### src/rtl/mezcla_acondicionador_if.sv
// mezcla_acondicionador_if
// Groups the conditioner's signals toward the mixer controller side.
//   IN_raw, P1_raw, P2_raw : raw asynchronous button / level sensors
//   T                      : timer enable coming back from the controller
//   IN                     : single-cycle start pulse
//   P1, P2                 : debounced sensor levels
//   TOK                    : single-cycle timer-expiry token
//   Tcnt                   : current timer count (observation only)
// There is no valid/ready handshake on this bus: IN and TOK are one-cycle
// pulses that the consumer must sample on every rising edge of Clk, and
// P1/P2/Tcnt are plain levels valid after every edge.
// Modports: slave = the conditioner, master = whatever drives the raw
// inputs and T and consumes the outputs.
interface mezcla_acondicionador_if #(
  parameter int TMR_WIDTH = 8
) ();
  logic                 IN_raw;
  logic                 P1_raw;
  logic                 P2_raw;
  logic                 T;
  logic                 IN;
  logic                 P1;
  logic                 P2;
  logic                 TOK;
  logic [TMR_WIDTH-1:0] Tcnt;

  modport slave (
    input  IN_raw, P1_raw, P2_raw, T,
    output IN, P1, P2, TOK, Tcnt
  );

  modport master (
    output IN_raw, P1_raw, P2_raw, T,
    input  IN, P1, P2, TOK, Tcnt
  );
endinterface

### src/rtl/mezcla_acondicionador.sv
// mezcla_acondicionador
// Input conditioning and mix timer in front of the mixer controller.
// Each raw input goes through a 2-flop synchronizer and a debouncer that
// only accepts a new level after DEB_CYCLES consecutive disagreeing
// samples. The start button channel is turned into a one-cycle IN pulse on
// its debounced rising edge. The timer counts down while T is high and
// emits a one-cycle TOK every TMR_LOAD cycles, auto-reloading.
// Ports:
//   Clk   : system clock, rising edge
//   Reset : synchronous, active-low reset
//   io    : mezcla_acondicionador_if slave (raw inputs, T, IN/P1/P2/TOK/Tcnt)
module mezcla_acondicionador #(
  parameter int DEB_CYCLES = 4,
  parameter int TMR_WIDTH  = 8,
  parameter int TMR_LOAD   = 20
) (
  input  logic                    Clk,
  input  logic                    Reset,
  mezcla_acondicionador_if.slave  io
);

  localparam int DW = (DEB_CYCLES > 1) ? $clog2(DEB_CYCLES) : 1;
  localparam logic [DW-1:0]        DEB_LAST   = DW'(DEB_CYCLES - 1);
  localparam logic [TMR_WIDTH-1:0] TMR_RELOAD = TMR_WIDTH'(TMR_LOAD - 1);

  // Channel index: 0 = start button, 1 = sensor P1, 2 = sensor P2.
  logic [2:0]    raw;
  logic [2:0]    s1_q;
  logic [2:0]    s2_q;
  logic [2:0]    stable_q;
  logic [2:0]    stable_d;
  logic [DW-1:0] dcnt_q [3];
  logic [DW-1:0] dcnt_d [3];

  logic                 in_pulse_q;
  logic                 in_pulse_d;
  logic                 tok_q;
  logic                 tok_d;
  logic [TMR_WIDTH-1:0] tcnt_q;
  logic [TMR_WIDTH-1:0] tcnt_d;

  assign raw = {io.P2_raw, io.P1_raw, io.IN_raw};

  // Debounce: any sample that agrees with the stable level clears the run,
  // so a glitch shorter than DEB_CYCLES never moves the output.
  always_comb begin
    stable_d = stable_q;
    for (int ch = 0; ch < 3; ch++) begin
      dcnt_d[ch] = '0;
      if (s2_q[ch] != stable_q[ch]) begin
        if (dcnt_q[ch] == DEB_LAST) begin
          stable_d[ch] = s2_q[ch];
        end else begin
          dcnt_d[ch] = dcnt_q[ch] + DW'(1);
        end
      end
    end
  end

  // Pulse is registered alongside the stable level, so IN is high in the
  // same cycle the debounced button first reads 1.
  assign in_pulse_d = stable_d[0] & ~stable_q[0];

  // Timer: dropping T discards the partial count; expiry reloads so the
  // counter never goes below zero.
  always_comb begin
    tok_d  = 1'b0;
    tcnt_d = TMR_RELOAD;
    if (io.T) begin
      if (tcnt_q == '0) begin
        tok_d  = 1'b1;
        tcnt_d = TMR_RELOAD;
      end else begin
        tcnt_d = tcnt_q - TMR_WIDTH'(1);
      end
    end
  end

  always_ff @(posedge Clk) begin
    if (!Reset) begin
      s1_q       <= '0;
      s2_q       <= '0;
      stable_q   <= '0;
      in_pulse_q <= 1'b0;
      tok_q      <= 1'b0;
      tcnt_q     <= TMR_RELOAD;
      for (int ch = 0; ch < 3; ch++) begin
        dcnt_q[ch] <= '0;
      end
    end else begin
      s1_q       <= raw;
      s2_q       <= s1_q;
      stable_q   <= stable_d;
      in_pulse_q <= in_pulse_d;
      tok_q      <= tok_d;
      tcnt_q     <= tcnt_d;
      for (int ch = 0; ch < 3; ch++) begin
        dcnt_q[ch] <= dcnt_d[ch];
      end
    end
  end

  assign io.IN   = in_pulse_q;
  assign io.P1   = stable_q[1];
  assign io.P2   = stable_q[2];
  assign io.TOK  = tok_q;
  assign io.Tcnt = tcnt_q;

endmodule

### src/flat_wrapper.sv
// flat-port wrapper written by rule: the top's interface ports become plain ports
module mezcla_acondicionador_flat 
#(
  parameter int DEB_CYCLES = 4,
  parameter int TMR_WIDTH  = 8,
  parameter int TMR_LOAD   = 20
)
  (Clk, Reset, io_IN_raw, io_P1_raw, io_P2_raw, io_T, io_IN, io_P1, io_P2, io_TOK, io_Tcnt);
  mezcla_acondicionador_if #(.TMR_WIDTH(TMR_WIDTH)) io_i ();
  input  logic Clk;
  input  logic Reset;
  input wire logic [$bits(io_i.IN_raw)-1:0] io_IN_raw;
  input wire logic [$bits(io_i.P1_raw)-1:0] io_P1_raw;
  input wire logic [$bits(io_i.P2_raw)-1:0] io_P2_raw;
  input wire logic [$bits(io_i.T)-1:0] io_T;
  output wire logic [$bits(io_i.IN)-1:0] io_IN;
  output wire logic [$bits(io_i.P1)-1:0] io_P1;
  output wire logic [$bits(io_i.P2)-1:0] io_P2;
  output wire logic [$bits(io_i.TOK)-1:0] io_TOK;
  output wire logic [$bits(io_i.Tcnt)-1:0] io_Tcnt;
  assign io_i.IN_raw = io_IN_raw;
  assign io_i.P1_raw = io_P1_raw;
  assign io_i.P2_raw = io_P2_raw;
  assign io_i.T = io_T;
  assign io_IN = io_i.IN;
  assign io_P1 = io_i.P1;
  assign io_P2 = io_i.P2;
  assign io_TOK = io_i.TOK;
  assign io_Tcnt = io_i.Tcnt;
  mezcla_acondicionador #(.DEB_CYCLES(DEB_CYCLES), .TMR_WIDTH(TMR_WIDTH), .TMR_LOAD(TMR_LOAD)) u_core (.Clk(Clk), .Reset(Reset), .io(io_i));
endmodule
### config.mk
export PLATFORM = sky130hd
export DESIGN_NAME = mezcla_acondicionador_flat
export DESIGN_NICKNAME = d
export VERILOG_FILES = /design/src/rtl/mezcla_acondicionador_if.sv /design/src/rtl/mezcla_acondicionador.sv /design/src/flat_wrapper.sv
export SDC_FILE = /design/constraint.sdc
export NUM_CORES = 1
export LEC_CHECK = 0
export BUFFER_PORTS_ARGS = -buffer_cell sky130_fd_sc_hd__buf_2
export CAP_MARGIN = 25
export CELL_PAD_IN_SITES_DETAIL_PLACEMENT = 0
export CELL_PAD_IN_SITES_GLOBAL_PLACEMENT = 1
export CORE_ASPECT_RATIO = 0.75
export CORE_UTILIZATION = 43
export DETAILED_ROUTE_END_ITERATION = 16
export GPL_TIMING_DRIVEN = 0
export PLACE_DENSITY = 0.76
export SYNTH_ARGS = -nofsm -noshare
export SYNTH_HDL_FRONTEND = slang
export SYNTH_SLANG_ARGS = --single-unit
### constraint.sdc
create_clock -name Clk -period 3.8 [get_ports Clk]
set_clock_uncertainty 0.1 [all_clocks]
set_input_delay 0.38 -clock Clk [delete_from_list [all_inputs] [get_ports Clk]]
set_output_delay 0.38 -clock Clk [all_outputs]
set_load 0.005 [all_outputs]
==> run_results.csv <==
group,metric,value,unit
die,die_w,55.91,um
clock_network,clock-sinks,25,
clock_network,post_cts_resized,0,
clock_network,cts_max_level,1,
critical_path,r2r_slack,2.16,ns
placement,place_congestion,0.7105,
synthesis,ys_warn_count,0,
routing,drc,0,
die,design.die.area,2372,um2
final_layout,drive_gt1_frac,0.2095,
sta,rsz0062_at_grt,"no",
clock_network,clk_latency,0.31,ns
synthesis,ys.flop_type,"dfxtp_1",
clock_network,post_cts_buffers,0,
routing,drt_iter0_markers,6,
final_layout,layout.nets,117,
final_layout,finish.instance_area,1079,um2
sta,finalCriticalPeriod,1.637,ns
clock_network,clk_path_buf_depth,2,
routing,avgRoutedWirePerCell,11.74,um
run,maxCapViolCount,0,
die,initial_core_util,0.4612,
power_and_ir_drop,total_power,0.4003,mW
sta,period_share,0.4308,
grt,grt_max_degree,14,
sta,hold_ws,0.1670,ns
sta,finalSetupViolCount,0,
grt,use_met1,0.1876,
status,status,"finished, final reports clean",
placement,dp_cells,125,
clock_network,cts_tree,"yes",
power_and_ir_drop,combinationalPowerShare,0.044,
hold_path,hold_start,"io_IN_raw",
critical_path,rr_endpoint,"u_core.io.Tcnt[5]",
power_and_ir_drop,p_sw_frac,0.2077,
final_layout,final_cell_mix,"dfxtp_1, buf_2, and2_1",
synthesis,syn_nets,95,
clock_network,cts_root_buf,"clkbuf_4",
grt,antenna_found_initial,0,
hold_path,hp-class,"in -> reg",
final_layout,fin_util,0.5308,
routing,wirelength,1514,um
routing,viasPerCell,5.194,
die,pin_count,18,
placement,place_area,1052,um2
critical_path,cp.required,3.90,ns
critical_path,critPathLaunchType,"register",
power_and_ir_drop,irDropWorstVdd,319.9,uV
synthesis,synthArstFlopShare,0,
synthesis,ys_ff_latch,25,
grt,grt_pass1_vias,559,
critical_path,path_max_fanout,7,
placement,port_buffers,17,
sta,fmax,610.9,MHz
grt,grt_usage,0.1450,
critical_path,r2r_cells,3,
critical_path,end_kind,"register",
synthesis,ys_seq_area_frac,0.5340,
placement,place_hpwl,1147,um
die,dieHeight,42.43,um
synthesis,synth_edf_count,0,
power_and_ir_drop,leakage,0.4482,nW
critical_path,criticalPathCategory,"reg -> reg",
power_and_ir_drop,pwr-share-clk,0.280,
routing,drtAntennaViolNets,0,
die,rows,14,
clock_network,cts_hold_buf,0,
grt,grtUsageMet3,0.06481,
critical_path,worstPathArrival,1.74,ns
final_layout,diodes,0,
power_and_ir_drop,powerDensity,371.2,nW/um2
placement,pre_cts_ws,2.178,ns
sta,drv_slew,0,
clock_network,cts_made_buffers,3,
hold_path,hold-path-cell-count,2,
clock_network,clkTransAtPathRegs,0.12,ns
synthesis,synthCells,84,
final_layout,finalNonFillerCells,129,
sta,maxSlewHeadroom,0.7284,
critical_path,r2r_start,"u_core.io.Tcnt[2]",
synthesis,synth.distinct_cells,30,
grt,grt_busiest_layer,"met2",
grt,grt_pass1_wl,2539,um
synthesis,syn-mean-instance-area,11.16,um2
power_and_ir_drop,p_sw,0.08313,mW
sta,finalHoldViolations,0,
final_layout,final_common_cell,"dfxtp_1",
final_layout,area_delta_synth_final,15.09,%
sta,setup_tns,0,ns
grt,grt.overflow.total,0,
routing,vias,670,
synthesis,synth.cell_area,937.1,um2
grt,use_met2,0.2193,
power_and_ir_drop,intPower,0.3172,mW
power_and_ir_drop,p_seq_frac,0.676,
routing,dr.pass1.iters,4,
hold_path,min_to,"u_core.s1_q[0]",
sta,worst_slew_pin_slew,0.4037,ns
sta,setup_slack,2.163,ns
die,coreArea,2032,um2
==> state kept, by name (all words and copies together), names as in the netlist <==
name             cells
u_core.io.Tcnt       8
u_core.io.IN         1
u_core.s1_q          3
u_core.stable_q      3
u_core.io.TOK        1
u_core.s2_q          3
u_core.dcnt_q        6
==> synthesized netlist by cell type, drive strengths merged, types with 2 or more instances <==
master  instances  share of area
a21oi           4          0.021
and2            6          0.040
dfxtp          25           0.53
ha              5          0.067
inv             3          0.012
mux2i           3          0.032
nand2           4          0.016
nor2            2         0.0080
nor2b           4          0.027
nor4            2          0.013
nor4b           2          0.019
nor4bb          3          0.032
o21ai           2          0.011
or4             2          0.020
xnor2           4          0.037
==> final cells by class <==
cell class | instances | area (um2)
Fill cell | 191 | 953.4
Buffer | 1 | 3.754
Sequential cell | 25 | 500.5
Multi-Input combinational cell | 55 | 421.7
Clock buffer | 4 | 26.28
Timing Repair Buffer | 17 | 85.08
Tap cell | 24 | 30.03
Inverter | 3 | 11.26
==> metal layers <==
| metal | vias up | wire length (um) |
|---|---|---|
| met5 | - | 0 |
| met3 | 3 | 88 |
| li1 | 342 | - |
| met2 | 13 | 654 |
| met1 | 312 | 759 |
| met4 | 0 | 11 |
==> worst max-delay path, cell delays in order, from the launching register on <==
cell	delay, ns
dfxtp_1	0.40
or4_4	0.60
o311ai_2	0.36
a21oi_1	0.08
==> power by group through the flow <==
stage               logic (mW)  clock network [mW]  registers [mW]
floorplan               0.0104                   0           0.276
global placement        0.0173                   0           0.276
detailed placement      0.0178                   0           0.277
CTS                     0.0178               0.120           0.271
global route            0.0196               0.132           0.271
finish                  0.0174               0.112           0.271
==> cells by family (layout without fill, tap and decap cells) <==
| group | count (synthesis) | in the layout | synth area share |
|---|---|---|---|
| xor gates and xnor gates | 5 | 5 | 0.04673 |
| muxes | 3 | 3 | 0.03204 |
| and+or+nand+nor | 32 | 32 | 0.2270 |
| buffers and inverters | 4 | 25 | 0.01602 |
| DFF | 25 | 25 | 0.5340 |
| adders and majority gates | 5 | 5 | 0.06676 |
| AOI/OAI and AO/OA | 10 | 10 | 0.07744 |
==> worst max path at each step <==
stage,slack (ns),from,endpoint,cells past startpoint
6_report,2.16,u_core.io.Tcnt[2],u_core.io.Tcnt[5],3
5_1_grt,2.06,u_core.io.Tcnt[2],u_core.io.Tcnt[3],3
4_1_cts,2.16,u_core.io.Tcnt[2],u_core.io.Tcnt[5],3
3_5_place_dp,2.18,u_core.io.Tcnt[2],u_core.io.Tcnt[5],3
3_3_place_gp,2.18,u_core.io.Tcnt[2],u_core.io.Tcnt[2],3
2_1_floorplan,2.27,u_core.io.Tcnt[2],u_core.io.Tcnt[2],3
No activity file was read; power rests on OpenSTA's default activity.
